$ cat src/rtl/conv_job_arbiter_if.sv
// rtl/conv_job_arbiter_if.sv - request, engine and response channels of the conv job arbiter
interface conv_job_arbiter_if #(
  parameter int QI        = 4,
  parameter int QF        = 4,
  parameter int NUM_ELEMS = 3
) ();
  localparam int W  = QI + QF;
  localparam int KW = 6 * W;
  localparam int SW = 2 * W * NUM_ELEMS;
  localparam int CW = 2 * W * (NUM_ELEMS + 2);

  logic          req0_valid;
  logic          req0_ready;
  logic [KW-1:0] req0_kernel;
  logic [SW-1:0] req0_signal;
  logic          req1_valid;
  logic          req1_ready;
  logic [KW-1:0] req1_kernel;
  logic [SW-1:0] req1_signal;

  logic          eng_en;
  logic [KW-1:0] eng_kernel;
  logic [SW-1:0] eng_signal;
  logic [CW-1:0] eng_conv;
  logic          eng_overflow;
  logic          eng_done;

  logic          rsp_valid;
  logic          rsp_ready;
  logic          rsp_id;
  logic [CW-1:0] rsp_conv;
  logic          rsp_overflow;
  logic          rsp_timeout;
  logic          busy;

  // Job sources, engine and response consumer side
  modport master (
    output req0_valid, req0_kernel, req0_signal,
    output req1_valid, req1_kernel, req1_signal,
    output eng_conv, eng_overflow, eng_done, rsp_ready,
    input  req0_ready, req1_ready, eng_en, eng_kernel, eng_signal,
    input  rsp_valid, rsp_id, rsp_conv, rsp_overflow, rsp_timeout, busy
  );

  // Arbiter side
  modport slave (
    input  req0_valid, req0_kernel, req0_signal,
    input  req1_valid, req1_kernel, req1_signal,
    input  eng_conv, eng_overflow, eng_done, rsp_ready,
    output req0_ready, req1_ready, eng_en, eng_kernel, eng_signal,
    output rsp_valid, rsp_id, rsp_conv, rsp_overflow, rsp_timeout, busy
  );
endinterface

$ cat src/rtl/conv_job_arbiter.sv
// rtl/conv_job_arbiter.sv - round-robin sharing of one conv_complex engine between two requesters (optional watchdog: CONV_TIMEOUT_EN)
module conv_job_arbiter #(
  parameter int QI             = 4,
  parameter int QF             = 4,
  parameter int NUM_ELEMS      = 3,
  parameter int TIMEOUT_CYCLES = 64
) (
  input logic               clk,
  input logic               rst,
  conv_job_arbiter_if.slave bus
);
  localparam int W  = QI + QF;
  localparam int KW = 6 * W;
  localparam int SW = 2 * W * NUM_ELEMS;
  localparam int CW = 2 * W * (NUM_ELEMS + 2);

  typedef enum logic [1:0] {IDLE = 2'd0, RUN = 2'd1, RESP = 2'd2} state_t;

  state_t        state_q, state_d;
  logic          last_grant;
  logic          grant1;
  logic          accept0, accept1, accept;
  logic          abort;
  logic [KW-1:0] kernel_q;
  logic [SW-1:0] signal_q;
  logic [CW-1:0] conv_q;
  logic          id_q;
  logic          ovf_q;

  // State register; reset discards any job in flight
  always_ff @(posedge clk or negedge rst) begin
    if (!rst) state_q <= IDLE;
    else      state_q <= state_d;
  end

  // Grant, next state and status outputs; requester 1 wins when alone or when 0 was served last
  always_comb begin
    state_d       = state_q;
    grant1        = bus.req1_valid & (~bus.req0_valid | ~last_grant);
    accept0       = (state_q == IDLE) & bus.req0_valid & ~grant1;
    accept1       = (state_q == IDLE) & grant1;
    accept        = accept0 | accept1;
    bus.req0_ready = accept0;
    bus.req1_ready = accept1;
    bus.eng_en    = (state_q == RUN);
    bus.rsp_valid = (state_q == RESP);
    bus.busy      = (state_q != IDLE);
    case (state_q)
      IDLE:    if (accept) state_d = RUN;
      RUN:     if (bus.eng_done || abort) state_d = RESP;
      RESP:    if (bus.rsp_ready) state_d = IDLE;
      default: state_d = IDLE;
    endcase
  end

`ifdef CONV_TIMEOUT_EN
  localparam int CNTW = $clog2(TIMEOUT_CYCLES + 1);
  logic [CNTW-1:0] cnt_q;
  logic            timeout_q;

  // Watchdog: counts RUN cycles without done; abort on the edge it would reach the limit
  always_ff @(posedge clk or negedge rst) begin
    if (!rst)                                  cnt_q <= '0;
    else if (accept)                           cnt_q <= '0;
    else if (state_q == RUN && !bus.eng_done)  cnt_q <= cnt_q + 1'b1;
  end

  assign abort = (state_q == RUN) && !bus.eng_done && (cnt_q == CNTW'(TIMEOUT_CYCLES - 1));

  // Timeout flag follows the response it belongs to; a real done always wins
  always_ff @(posedge clk or negedge rst) begin
    if (!rst)                                    timeout_q <= 1'b0;
    else if (state_q == RUN && bus.eng_done)     timeout_q <= 1'b0;
    else if (abort)                              timeout_q <= 1'b1;
    else if (state_q == RESP && bus.rsp_ready)   timeout_q <= 1'b0;
  end

  assign bus.rsp_timeout = timeout_q;
`else
  assign abort = 1'b0;
  // Without the watchdog the limit has no effect; the flag is constant low
  assign bus.rsp_timeout = (TIMEOUT_CYCLES < 0);
`endif

  // Operand latch on accept, result capture on done (or zeroed result on abort)
  always_ff @(posedge clk or negedge rst) begin
    if (!rst) begin
      last_grant <= 1'b1;
      id_q       <= 1'b0;
      kernel_q   <= '0;
      signal_q   <= '0;
      conv_q     <= '0;
      ovf_q      <= 1'b0;
    end else begin
      if (accept) begin
        kernel_q   <= accept1 ? bus.req1_kernel : bus.req0_kernel;
        signal_q   <= accept1 ? bus.req1_signal : bus.req0_signal;
        id_q       <= accept1;
        last_grant <= accept1;
      end
      if (state_q == RUN && bus.eng_done) begin
        conv_q <= bus.eng_conv;
        ovf_q  <= bus.eng_overflow;
      end else if (abort) begin
        conv_q <= '0;
        ovf_q  <= 1'b0;
      end
    end
  end

  assign bus.eng_kernel   = kernel_q;
  assign bus.eng_signal   = signal_q;
  assign bus.rsp_id       = id_q;
  assign bus.rsp_conv     = conv_q;
  assign bus.rsp_overflow = ovf_q;
endmodule

$ cat src/flat_wrapper.sv
// flat-port wrapper written by rule: the top's interface ports become plain ports
module conv_job_arbiter_flat 
#(
  parameter int QI             = 4,
  parameter int QF             = 4,
  parameter int NUM_ELEMS      = 3,
  parameter int TIMEOUT_CYCLES = 64
)
  (clk, rst, bus_req0_valid, bus_req0_kernel, bus_req0_signal, bus_req1_valid, bus_req1_kernel, bus_req1_signal, bus_eng_conv, bus_eng_overflow, bus_eng_done, bus_rsp_ready, bus_req0_ready, bus_req1_ready, bus_eng_en, bus_eng_kernel, bus_eng_signal, bus_rsp_valid, bus_rsp_id, bus_rsp_conv, bus_rsp_overflow, bus_rsp_timeout, bus_busy);
  conv_job_arbiter_if #(.QI(QI), .QF(QF), .NUM_ELEMS(NUM_ELEMS)) bus_i ();
  input logic clk;
  input logic rst;
  input wire logic [$bits(bus_i.req0_valid)-1:0] bus_req0_valid;
  input wire logic [$bits(bus_i.req0_kernel)-1:0] bus_req0_kernel;
  input wire logic [$bits(bus_i.req0_signal)-1:0] bus_req0_signal;
  input wire logic [$bits(bus_i.req1_valid)-1:0] bus_req1_valid;
  input wire logic [$bits(bus_i.req1_kernel)-1:0] bus_req1_kernel;
  input wire logic [$bits(bus_i.req1_signal)-1:0] bus_req1_signal;
  input wire logic [$bits(bus_i.eng_conv)-1:0] bus_eng_conv;
  input wire logic [$bits(bus_i.eng_overflow)-1:0] bus_eng_overflow;
  input wire logic [$bits(bus_i.eng_done)-1:0] bus_eng_done;
  input wire logic [$bits(bus_i.rsp_ready)-1:0] bus_rsp_ready;
  output wire logic [$bits(bus_i.req0_ready)-1:0] bus_req0_ready;
  output wire logic [$bits(bus_i.req1_ready)-1:0] bus_req1_ready;
  output wire logic [$bits(bus_i.eng_en)-1:0] bus_eng_en;
  output wire logic [$bits(bus_i.eng_kernel)-1:0] bus_eng_kernel;
  output wire logic [$bits(bus_i.eng_signal)-1:0] bus_eng_signal;
  output wire logic [$bits(bus_i.rsp_valid)-1:0] bus_rsp_valid;
  output wire logic [$bits(bus_i.rsp_id)-1:0] bus_rsp_id;
  output wire logic [$bits(bus_i.rsp_conv)-1:0] bus_rsp_conv;
  output wire logic [$bits(bus_i.rsp_overflow)-1:0] bus_rsp_overflow;
  output wire logic [$bits(bus_i.rsp_timeout)-1:0] bus_rsp_timeout;
  output wire logic [$bits(bus_i.busy)-1:0] bus_busy;
  assign bus_i.req0_valid = bus_req0_valid;
  assign bus_i.req0_kernel = bus_req0_kernel;
  assign bus_i.req0_signal = bus_req0_signal;
  assign bus_i.req1_valid = bus_req1_valid;
  assign bus_i.req1_kernel = bus_req1_kernel;
  assign bus_i.req1_signal = bus_req1_signal;
  assign bus_i.eng_conv = bus_eng_conv;
  assign bus_i.eng_overflow = bus_eng_overflow;
  assign bus_i.eng_done = bus_eng_done;
  assign bus_i.rsp_ready = bus_rsp_ready;
  assign bus_req0_ready = bus_i.req0_ready;
  assign bus_req1_ready = bus_i.req1_ready;
  assign bus_eng_en = bus_i.eng_en;
  assign bus_eng_kernel = bus_i.eng_kernel;
  assign bus_eng_signal = bus_i.eng_signal;
  assign bus_rsp_valid = bus_i.rsp_valid;
  assign bus_rsp_id = bus_i.rsp_id;
  assign bus_rsp_conv = bus_i.rsp_conv;
  assign bus_rsp_overflow = bus_i.rsp_overflow;
  assign bus_rsp_timeout = bus_i.rsp_timeout;
  assign bus_busy = bus_i.busy;
  conv_job_arbiter #(.QI(QI), .QF(QF), .NUM_ELEMS(NUM_ELEMS), .TIMEOUT_CYCLES(TIMEOUT_CYCLES)) u_core (.clk(clk), .rst(rst), .bus(bus_i));
endmodule
$ cat config.mk
export PLATFORM = sky130hd
export DESIGN_NAME = conv_job_arbiter_flat
export DESIGN_NICKNAME = d
export VERILOG_FILES = /design/src/rtl/conv_job_arbiter_if.sv /design/src/rtl/conv_job_arbiter.sv /design/src/flat_wrapper.sv
export SDC_FILE = /design/constraint.sdc
export NUM_CORES = 1
export LEC_CHECK = 0
export CORE_AREA = 2 2 182 184
export DETAILED_ROUTE_END_ITERATION = 8
export DIE_AREA = 0 0 184 186
export PLACE_DENSITY = 0.58
export SYNTH_ARGS = -nofsm -noshare
export SYNTH_HDL_FRONTEND = slang
export SYNTH_SLANG_ARGS = --single-unit
$ cat constraint.sdc
create_clock -name clk -period 1.85 [get_ports clk]
set_clock_uncertainty 0.2 [all_clocks]
set_input_delay 0.4625 -clock clk [delete_from_list [all_inputs] [get_ports clk]]
set_output_delay 0.4625 -clock clk [all_outputs]
set_load 0.03 [all_outputs]
==> results.py, run 1 <==
metrics = {
    "die": {
        "die_w_um": 184,
        "die-area_um2": 34200,
        "fp.dieH_um": 186,
        "core-area_um2": 32200,
        "rows": 66,
        "initial_core_util_pct": 22.8,
        "ios": 463,
    },
    "sta": {
        "report.final.slew_viol_count": 0,
        "period_share_pct": 115,
        "layout_setup_ws_ns": -0.275,
        "finalSetupViolations": 5,
        "clock.fmax_mhz": 471,
        "rsz0062_at_grt": "yes",
        "tns_ns": -1.04,
        "hold_viol_final": 0,
        "hold-worst-slack_ns": 0.291,
        "fin_crit_ns": 2.13,
    },
    "layout": {
        "fin_area_um2": 13400,
        "fill_cells": 3084,
        "final_core_utilization_pct": 41.7,
        "nets": 1275,
        "final_common_cell": "clkdlybuf4s50_1",
        "drive_gt1_share_pct": 33.3,
        "final_cell_mix": "clkdlybuf4s50_1 (275), dfrtp_1 (178), clkdlybuf4s15_2 (111)",
        "areaGrowthSynthToFinish_pct": 82.4,
    },
    "cts": {
        "cts-root-buf": "clkbuf_16",
        "insertion_delay_ns": 0.43,
        "clkSlewWorstSetupHoldPaths_ns": 0.08,
        "htreeDepth": 4,
        "clock_path_buffers": 2,
        "cts.sinks": 181,
        "cts_tree": "done",
        "numCtsBuffers": 17,
    },
    "global_route": {
        "grt_max_degree": 59,
        "grt_pass1_wl_um": 42300,
        "track_usage_pct": 16.5,
        "gr-total-overflow": 0,
        "antenna_found_initial": 1,
        "grt_pass1_vias": 6916,
    },
    "routing": {
        "viasPerCell": 4.62,
        "routedWlPerCell_um": 21.3,
        "routed_wl_um": 30200,
        "via_count": 6557,
        "drtIter0Drc": 276,
        "detail-route-antenna-nets": 0,
        "drc": 0,
        "first_pass_iters": 4,
    },
    "run_status": {
        "violations": "setup timing",
        "status": "complete, but fails checks",
    },
    "worst_setup_path": {
        "critPathSlowestCell": "dfrtp_2",
        "cp-start-kind": "flip-flop",
        "critPathMaxStageDelay_ns": 0.46,
        "end_kind": "output port",
        "crit_required_ns": 1.19,
        "setup.worst_path.class": "reg -> out",
        "cp_max_fo": 4,
        "path_cells": "nor3b_4, and2_4, buf_6",
        "arrival_ns": 1.46,
    },
    "power_and_ir_drop": {
        "total_leakage_power_uw": 0.00602,
        "p_total_uw": 24200,
        "p_per_area_nw_per_um2": 1800,
        "vdd_drop_max_mv": 0.726,
    },
    "run": {
        "cap_violations": 0,
    },
    "synthesis": {
        "synth_area_leaders": "dfrtp_1 (61%), a221o_1 (13%), mux2_2 (11%), and3_1 (8.2%), clkbuf_1 (1.4%)",
        "netlist.area_leader.share_pct": 61.2,
        "netlist_area_um2": 7360,
        "yosys_warnings": 0,
        "syn_inst": 523,
        "yosysSeqAreaShare_pct": 61.6,
        "syn_nets": 802,
        "postSynthAreaPerCell_um2": 14.1,
        "synth-seq-cells": 181,
        "yosys.area.top_type": "dfrtp_1",
        "synth_cell_types": 21,
    },
    "placement": {
        "dp_hpwl_um": 21400,
        "place.gp.congestion": 0.772,
        "placed_cell_area_um2": 12800,
        "numPortBuffers": 461,
    },
    "hold_path": {
        "hold_path_class": "reg -> reg",
    },
}
sequential cells by signal (all words and copies together), names as in the netlist:
name and cells:
u_core.bus.eng_signal 48, u_core.bus.eng_kernel 48, u_core.bus.rsp_overflow 1, u_core.last_grant 1, u_core.bus.rsp_conv 80, u_core.bus.rsp_id 1, u_core.state_q 2
Yosys cell counts:
cell type and n:
a21o_1 2, a221o_1 96, and2_1 1, and3_1 97
buf_2 16, buf_4 2, buf_6 3, clkbuf_1 28
clkbuf_2 1, conb_1 1, dfrtp_1 180, dfstp_2 1
inv_1 3, mux2_1 7, mux2_2 74, nand2_1 3
nand2b_1 3, nor2_2 1, nor3b_4 1, o21ai_0 2
o21ai_1 1
critical path: cells and delay by family, from the launching register on:
family / cells / cell delay [ns]
buffers and inverters: 1 / 0.13
flip-flops: 1 / 0.46
AND/OR/NAND/NOR: 2 / 0.44
metal layers:
layer,GRT usage (%),vias to the layer above,share of wire [%]
met4,5.06,0,1.7
met3,5.63,19,8.2
li1,-,2959,-
met5,0,-,0
met2,28.7,320,50
met1,19.3,3259,40
metrics by stage:
stage | instances | setup slack (ns)
2_1_floorplan | 523 | -0.0346
3_3_place_gp | 1376 | -0.431
3_5_place_dp | 1376 | -0.460
4_1_cts | 1411 | -0.318
5_1_grt | 1418 | -0.339
6_report | 1418 | -0.275
power breakdown:
part	switching, uW	internal (uW)
registers	1200	5960
clock network	1720	2060
logic	7470	5760
total	10400	13800
area by class of cell:
| type | instances | area, um^2 | share of cell area [%] |
|---|---|---|---|
| Timing Repair Buffer | 504 | 5160 | 38.5 |
| Inverter | 3 | 11.3 | 0.0839 |
| Clock buffer | 20 | 447 | 3.33 |
| Antenna cell | 1 | 2.50 | 0.0186 |
| Clock inverter | 12 | 144 | 1.07 |
| Multi-Input combinational cell | 289 | 2610 | 19.4 |
| Tap cell | 408 | 510 | 3.80 |
| Sequential cell | 181 | 4530 | 33.8 |
worst paths after layout:
check,from,endpoint,slack [ns],depth (start not counted)
worst max-delay path,u_core.state_q[0],bus_req0_ready,-0.28,3
worst min-delay path,u_core.bus.rsp_id,u_core.bus.rsp_id,0.29,1
worst max register to register,u_core.last_grant,u_core.bus.eng_signal[30],0.04,5
worst min register to register,u_core.bus.rsp_id,u_core.bus.rsp_id,0.29,1
max in group asynchronous,rst,u_core.bus.rsp_conv[40],0.55,3
min in group asynchronous,rst,u_core.bus.eng_signal[6],0.31,2
logic make-up (layout without fill, tap and decap cells):
group                  after synthesis  count (layout)  synth area share [%]
AO/OA/AOI/OAI                      101             101                  13.5
buffers and inverters               53             539                  3.40
flip-flops                         181             181                  61.6
multiplexers                        81              81                  12.4
other                                1               2                0.0510
AND/OR/NAND/NOR                    106             106                  9.08
timing repair:
item / in CTS / in global routing
endpoints found under the setup margin: 202 / 149
buffers inserted: 2 / 0
gates resized for setup: 468 / 66
hold buffers: 1 / 0
hold endpoints to repair: 23 / 0
pin swaps: 3 / 2
cloned: 0 / 6
Power figures use the tool's default switching activity.
==> inputs of run 2 (changes only) <==
--- a/config.mk
+++ b/config.mk
@@ -8,7 +8,7 @@
 export CORE_AREA = 2 2 182 184
 export DETAILED_ROUTE_END_ITERATION = 8
 export DIE_AREA = 0 0 184 186
-export PLACE_DENSITY = 0.58
+export PLACE_DENSITY = 0.56
 export SYNTH_ARGS = -nofsm -noshare
 export SYNTH_HDL_FRONTEND = slang
 export SYNTH_SLANG_ARGS = --single-unit
==> constraint.sdc (replaced) <==
create_clock -name clk -period 2.54 [get_ports clk]
set_clock_uncertainty 0.2 [all_clocks]
set_input_delay 0.635 -clock clk [delete_from_list [all_inputs] [get_ports clk]]
set_output_delay 0.635 -clock clk [all_outputs]
set_load 0.03 [all_outputs]
==> results.py, run 2 (synthesized netlist as in run 1, its figures left out) <==
metrics = {
    "hold_path": {
        "hold_path_class": "in -> async",
    },
    "worst_setup_path": {
        "reg2regPathDepth": 4,
        "path_cells": "clkdlybuf4s50_1, nand2b_2, and2_1, buf_4",
        "cp-start-kind": "primary input",
        "critPathLaunch": "bus_req1_valid",
        "cp_num_cells": 4,
        "rr_endpoint": "u_core.bus.eng_signal[40]",
        "timing.rr.start": "u_core.state_q[1]",
        "path_buf_inv": 2,
        "critPathSlowestCell": "clkdlybuf4s50_1",
        "cp_max_fo": 3,
        "crit_required_ns": 1.70,
        "end_kind": "output port",
        "setup.worst_path.class": "in -> out",
        "cpLargestDelayFamily": "buffers and inverters",
        "crit_end": "bus_req0_ready",
        "reg2reg_slack_ns": 0.40,
        "arrival_ns": 1.61,
        "critPathMaxStageDelay_ns": 0.51,
    },
    "run_status": {
        "status": "complete, no violations",
    },
    "routing": {
        "drtIter0Drc": 265,
        "routed_wl_um": 28000,
        "wl_met3_um": 2130,
        "highest_layer": "met4",
        "wl_met2_um": 13800,
        "routedWlPerCell_um": 20.0,
        "via_count": 6429,
        "drc": 0,
        "detail-route-antenna-nets": 0,
        "first_pass_iters": 4,
        "met1Wirelength_um": 11600,
        "viasPerCell": 4.59,
    },
    "die": {
        "fp.dieH_um": 186,
        "initial_core_util_pct": 22.8,
        "die-area_um2": 34200,
        "ios": 463,
        "rows": 66,
        "core-area_um2": 32200,
        "die_w_um": 184,
    },
    "layout": {
        "areaGrowthSynthToFinish_pct": 79.2,
        "final_common_cell": "clkdlybuf4s50_1",
        "final_core_utilization_pct": 40.9,
        "final_cells": 1400,
        "final_cell_mix": "clkdlybuf4s50_1 (454), dfrtp_1 (180), and3_1 (96), a221o_1 (96), mux2_2 (74)",
        "drive_gt1_share_pct": 14.3,
        "fill_cells": 3070,
        "largest_register_ffs": 80,
        "nets": 1257,
    },
    "cts": {
        "numCtsBuffers": 17,
        "cts-root-buf": "clkbuf_16",
        "cts.sinks": 181,
        "holdBufCountCts": 0,
        "htreeDepth": 4,
        "clock_path_buffers": 2,
        "cts_setup_buffers": 0,
        "insertion_delay_ns": 0.43,
        "clkSlewWorstSetupHoldPaths_ns": 0.08,
        "cts_tree": "done",
    },
    "sta": {
        "layout_setup_ws_ns": 0.0958,
        "clock.fmax_mhz": 409,
        "rsz0062_at_grt": "no",
        "hold_viol_final": 0,
        "report.final.slew_viol_count": 0,
        "slew_headroom_pct": 36.8,
        "max_slew.worst_pin.slew_ns": 0.948,
        "fin_crit_ns": 2.44,
        "period_share_pct": 96.2,
        "finalSetupViolations": 0,
    },
    "placement": {
        "dp_hpwl_um": 20500,
        "dpl_worst_slack_ns": -0.420,
        "numPortBuffers": 461,
        "dp_cells": 1367,
        "place.gp.congestion": 0.777,
    },
    "power_and_ir_drop": {
        "vdd_drop_max_mv": 0.482,
        "p_per_area_nw_per_um2": 1340,
        "total_leakage_power_uw": 0.00575,
    },
    "global_route": {
        "gr-total-overflow": 0,
        "antenna_found_initial": 1,
        "grt_pass1_wl_um": 41000,
        "grt_pass1_vias": 6742,
        "track_usage_pct": 16.0,
        "grt_max_degree": 97,
    },
    "run": {
        "cap_violations": 0,
    },
}
run 2: changes by cell type in the layout (fill, tap and decap cells not counted), sizes merged:
cell	change
clkdlybuf4s15	-116
buf	-26
clkbuf	-52
inv	-2
clkinv	+1
dlygate4sd3	-1
clkdlybuf4s50	+179
bufinv	-1
run 2: worst min path at each step:
stage	start	to	slack, ns	depth (start not counted)
detailed placement	u_core.bus.rsp_id	u_core.bus.rsp_id	0.27	1
CTS	rst	u_core.bus.eng_kernel[44]	0.01	1
global placement	u_core.bus.rsp_id	u_core.bus.rsp_id	0.27	1
finish	rst	u_core.bus.eng_signal[1]	0.01	1
global route	rst	u_core.bus.eng_signal[1]	0.04	1
floorplan	rst	u_core.bus.eng_kernel[0]	0.14	0
run 2: metrics by stage:
step | hold WS, ns | power, uW | instance area [um^2] | TNS [ns]
3_3_place_gp | 0.268 | 15100 | 12600 | -35.78
5_1_grt | 0.0374 | 18600 | 13200 | 0
3_5_place_dp | 0.273 | 15100 | 12600 | -37.90
6_report | 0.0135 | 17700 | 13200 | 0
4_1_cts | 0.0147 | 17900 | 13200 | 0
2_1_floorplan | 0.139 | 10500 | 7360 | 0
run 2: area by class of cell:
| type | instances | area, um^2 | area share [%] |
|---|---|---|---|
| antenna | 1 | 2.50 | 0.0190 |
| tap | 408 | 510 | 3.87 |
| timing repair buffer | 486 | 4930 | 37.4 |
| clock inverter | 10 | 95.1 | 0.722 |
| multi-input combinational | 289 | 2600 | 19.7 |
| inverter | 3 | 11.3 | 0.0854 |
| clock buffer | 22 | 494 | 3.75 |
| sequential | 181 | 4530 | 34.4 |
run 2: where the power goes:
group          internal [uW]  total, uW  switching (uW)
clock                   1490       2720            1230
sequential              4340       5170             832
combinational           4520       9770            5250
total                  10400      17700            7320
run 2: routing by layer:
| metal | track usage, % | vias up |
|---|---|---|
| met3 | 5.07 | 24 |
| met1 | 19.5 | 3191 |
| met5 | 0 | - |
| li1 | - | 2932 |
| met4 | 4.64 | 0 |
| met2 | 27.0 | 282 |
run 2: worst reg2reg max path, delay by kind of cell, from the launching register on:
kind / cells / cell delay [ns]
flops: 1 / 0.45
simple gates: 2 / 0.67
buf+inv: 1 / 0.65
compound gates: 1 / 0.12
run 2: timing repair:
item                                    4_1_cts  5_1_grt
endpoints found under the setup margin        4        1
endpoints found under the hold margin         0        0
resized for setup                             3        1
==> inputs of run 3 (changes only) <==
--- a/config.mk
+++ b/config.mk
@@ -5,10 +5,10 @@
 export SDC_FILE = /design/constraint.sdc
 export NUM_CORES = 1
 export LEC_CHECK = 0
-export CORE_AREA = 2 2 182 184
+export CORE_AREA = 2 2 180 182
 export DETAILED_ROUTE_END_ITERATION = 8
-export DIE_AREA = 0 0 184 186
-export PLACE_DENSITY = 0.56
+export DIE_AREA = 0 0 182 184
+export PLACE_DENSITY = 0.57
 export SYNTH_ARGS = -nofsm -noshare
 export SYNTH_HDL_FRONTEND = slang
 export SYNTH_SLANG_ARGS = --single-unit
==> results.py, run 3 (synthesized netlist as in run 1, its figures left out) <==
metrics = {
    "run_status": {
        "status": "complete, no violations",
    },
    "worst_setup_path": {
        "end_kind": "output port",
        "cp_max_fo": 3,
        "cp-start-kind": "primary input",
        "critPathSlowestCell": "clkdlybuf4s50_1",
        "path_buf_inv": 2,
        "reg2reg_slack_ns": 0.64,
        "setup.worst_path.class": "in -> out",
        "crit_required_ns": 1.70,
        "rr_endpoint": "u_core.bus.eng_signal[1]",
        "arrival_ns": 1.68,
        "cpLargestDelayFamily": "buffers and inverters",
        "timing.rr.start": "u_core.state_q[0]",
        "path_cells": "clkdlybuf4s50_1, nand2b_2, and2_1, buf_4",
        "reg2regPathDepth": 6,
        "critPathMaxStageDelay_ns": 0.58,
    },
    "cts": {
        "htreeDepth": 4,
        "clkSlewWorstSetupHoldPaths_ns": 0.08,
        "insertion_delay_ns": 0.43,
        "cts-root-buf": "clkbuf_16",
        "numCtsBuffers": 17,
        "clock_path_buffers": 2,
        "cts.sinks": 181,
        "cts_tree": "done",
    },
    "power_and_ir_drop": {
        "p_total_uw": 17700,
        "p_per_area_nw_per_um2": 1340,
        "total_leakage_power_uw": 0.00573,
        "vdd_drop_max_mv": 0.569,
    },
    "sta": {
        "max_slew.worst_pin.slew_ns": 0.536,
        "tns_ns": 0,
        "period_share_pct": 98.9,
        "layout_setup_ws_ns": 0.0286,
        "finalSetupViolations": 0,
        "report.final.slew_viol_count": 0,
        "hold_viol_final": 0,
        "fin_crit_ns": 2.51,
        "slew_headroom_pct": 64.3,
        "rsz0062_at_grt": "no",
        "clock.fmax_mhz": 398,
    },
    "layout": {
        "fin_area_um2": 13200,
        "final_common_cell": "clkdlybuf4s50_1",
        "final_cell_mix": "clkdlybuf4s50_1 (454), dfrtp_1 (179), and3_1 (96), a221o_1 (96), mux2_2 (74)",
        "areaGrowthSynthToFinish_pct": 79.0,
        "final_cells": 1393,
        "fill_cells": 2975,
        "drive_gt1_share_pct": 14.1,
        "largest_register_ffs": 80,
        "nets": 1256,
    },
    "die": {
        "rows": 65,
        "fp.dieH_um": 184,
        "die-area_um2": 33500,
        "core-area_um2": 31400,
        "initial_core_util_pct": 23.4,
        "die_w_um": 182,
        "ios": 463,
    },
    "hold_path": {
        "holdPathStages": 1,
        "min_from": "u_core.bus.rsp_conv[69]",
        "hold_path_class": "reg -> reg",
        "hold_end": "u_core.bus.rsp_conv[69]",
    },
    "global_route": {
        "antenna_found_initial": 1,
        "track_usage_pct": 16.1,
        "grt_pass1_wl_um": 40800,
        "grt_max_degree": 97,
        "gr-total-overflow": 0,
        "grt_pass1_vias": 6658,
    },
    "routing": {
        "viasPerCell": 4.55,
        "first_pass_iters": 5,
        "drc": 0,
        "routedWlPerCell_um": 19.8,
        "detail-route-antenna-nets": 0,
        "via_count": 6340,
        "drtIter0Drc": 332,
        "routed_wl_um": 27600,
    },
    "placement": {
        "dp_cells": 1357,
        "numPortBuffers": 461,
        "place.gp.congestion": 0.770,
        "dp_hpwl_um": 19800,
        "placed_cell_area_um2": 12500,
        "dpl_worst_slack_ns": -0.176,
    },
    "run": {
        "cap_violations": 0,
    },
}
## run 3: cell types whose count changed in the layout (fill, tap and decap cells not counted), sizes merged
cell / delta
clkinv: -4
inv: +5
dlygate4sd2: +1
clkinvlp: +2
dlygate4sd3: +1
buf: -3
clkbuf: -4
bufinv: +1
## run 3: final cells by class
cell class                 instances  area [um^2]  area share (%)
antenna                            1         2.50          0.0190
clock buffer                      18          429            3.26
clock inverter                    14          166            1.26
inverter                           3         11.3          0.0855
multi-input combinational        289         2600            19.8
sequential                       181         4530            34.4
tap                              402          503            3.82
timing repair buffer             485         4920            37.4
## run 3: worst max path at each step
| stage | startpoint | endpoint | slack, ns | cells after the start |
|---|---|---|---|---|
| 2_1_floorplan | bus_req0_valid | bus_req0_ready | 0.11 | 4 |
| 3_3_place_gp | bus_req0_valid | bus_req1_ready | -0.19 | 5 |
| 3_5_place_dp | bus_req0_valid | bus_req1_ready | -0.18 | 5 |
| 4_1_cts | bus_req1_valid | bus_req1_ready | 0.005 | 3 |
| 5_1_grt | bus_req1_valid | bus_req0_ready | 0.02 | 4 |
| 6_report | bus_req1_valid | bus_req0_ready | 0.03 | 4 |
## run 3: stage by stage
step / hold WS, ns / util [%]
final: 0.297 / 41.9
after CTS: 0.298 / 41.9
after detailed placement: 0.281 / 40.0
after global routing: 0.315 / 41.9
after global placement: 0.269 / 40.0
after floorplan: 0.139 / -
## run 3: metal layers
metal	GRT usage, %	wire length (um)	up-vias
met5	0	0	-
met4	6.19	668	0
met3	4.77	2050	36
met2	26.9	13600	283
met1	19.7	11300	3093
li1	-	-	2928
## run 3: timing repair
action / CTS / global route
gates resized for setup: 6 / 1
hold buffers: 1 / 0
endpoints found under the setup margin: 5 / 1
buffers inserted: 0 / 2
hold endpoints to repair: 19 / 0
pin swaps: 0 / 1
## run 3: report_power, final
part | internal [uW] | switching, uW
clock | 1490 | 1300
sequential | 4340 | 808
combinational | 4500 | 5270
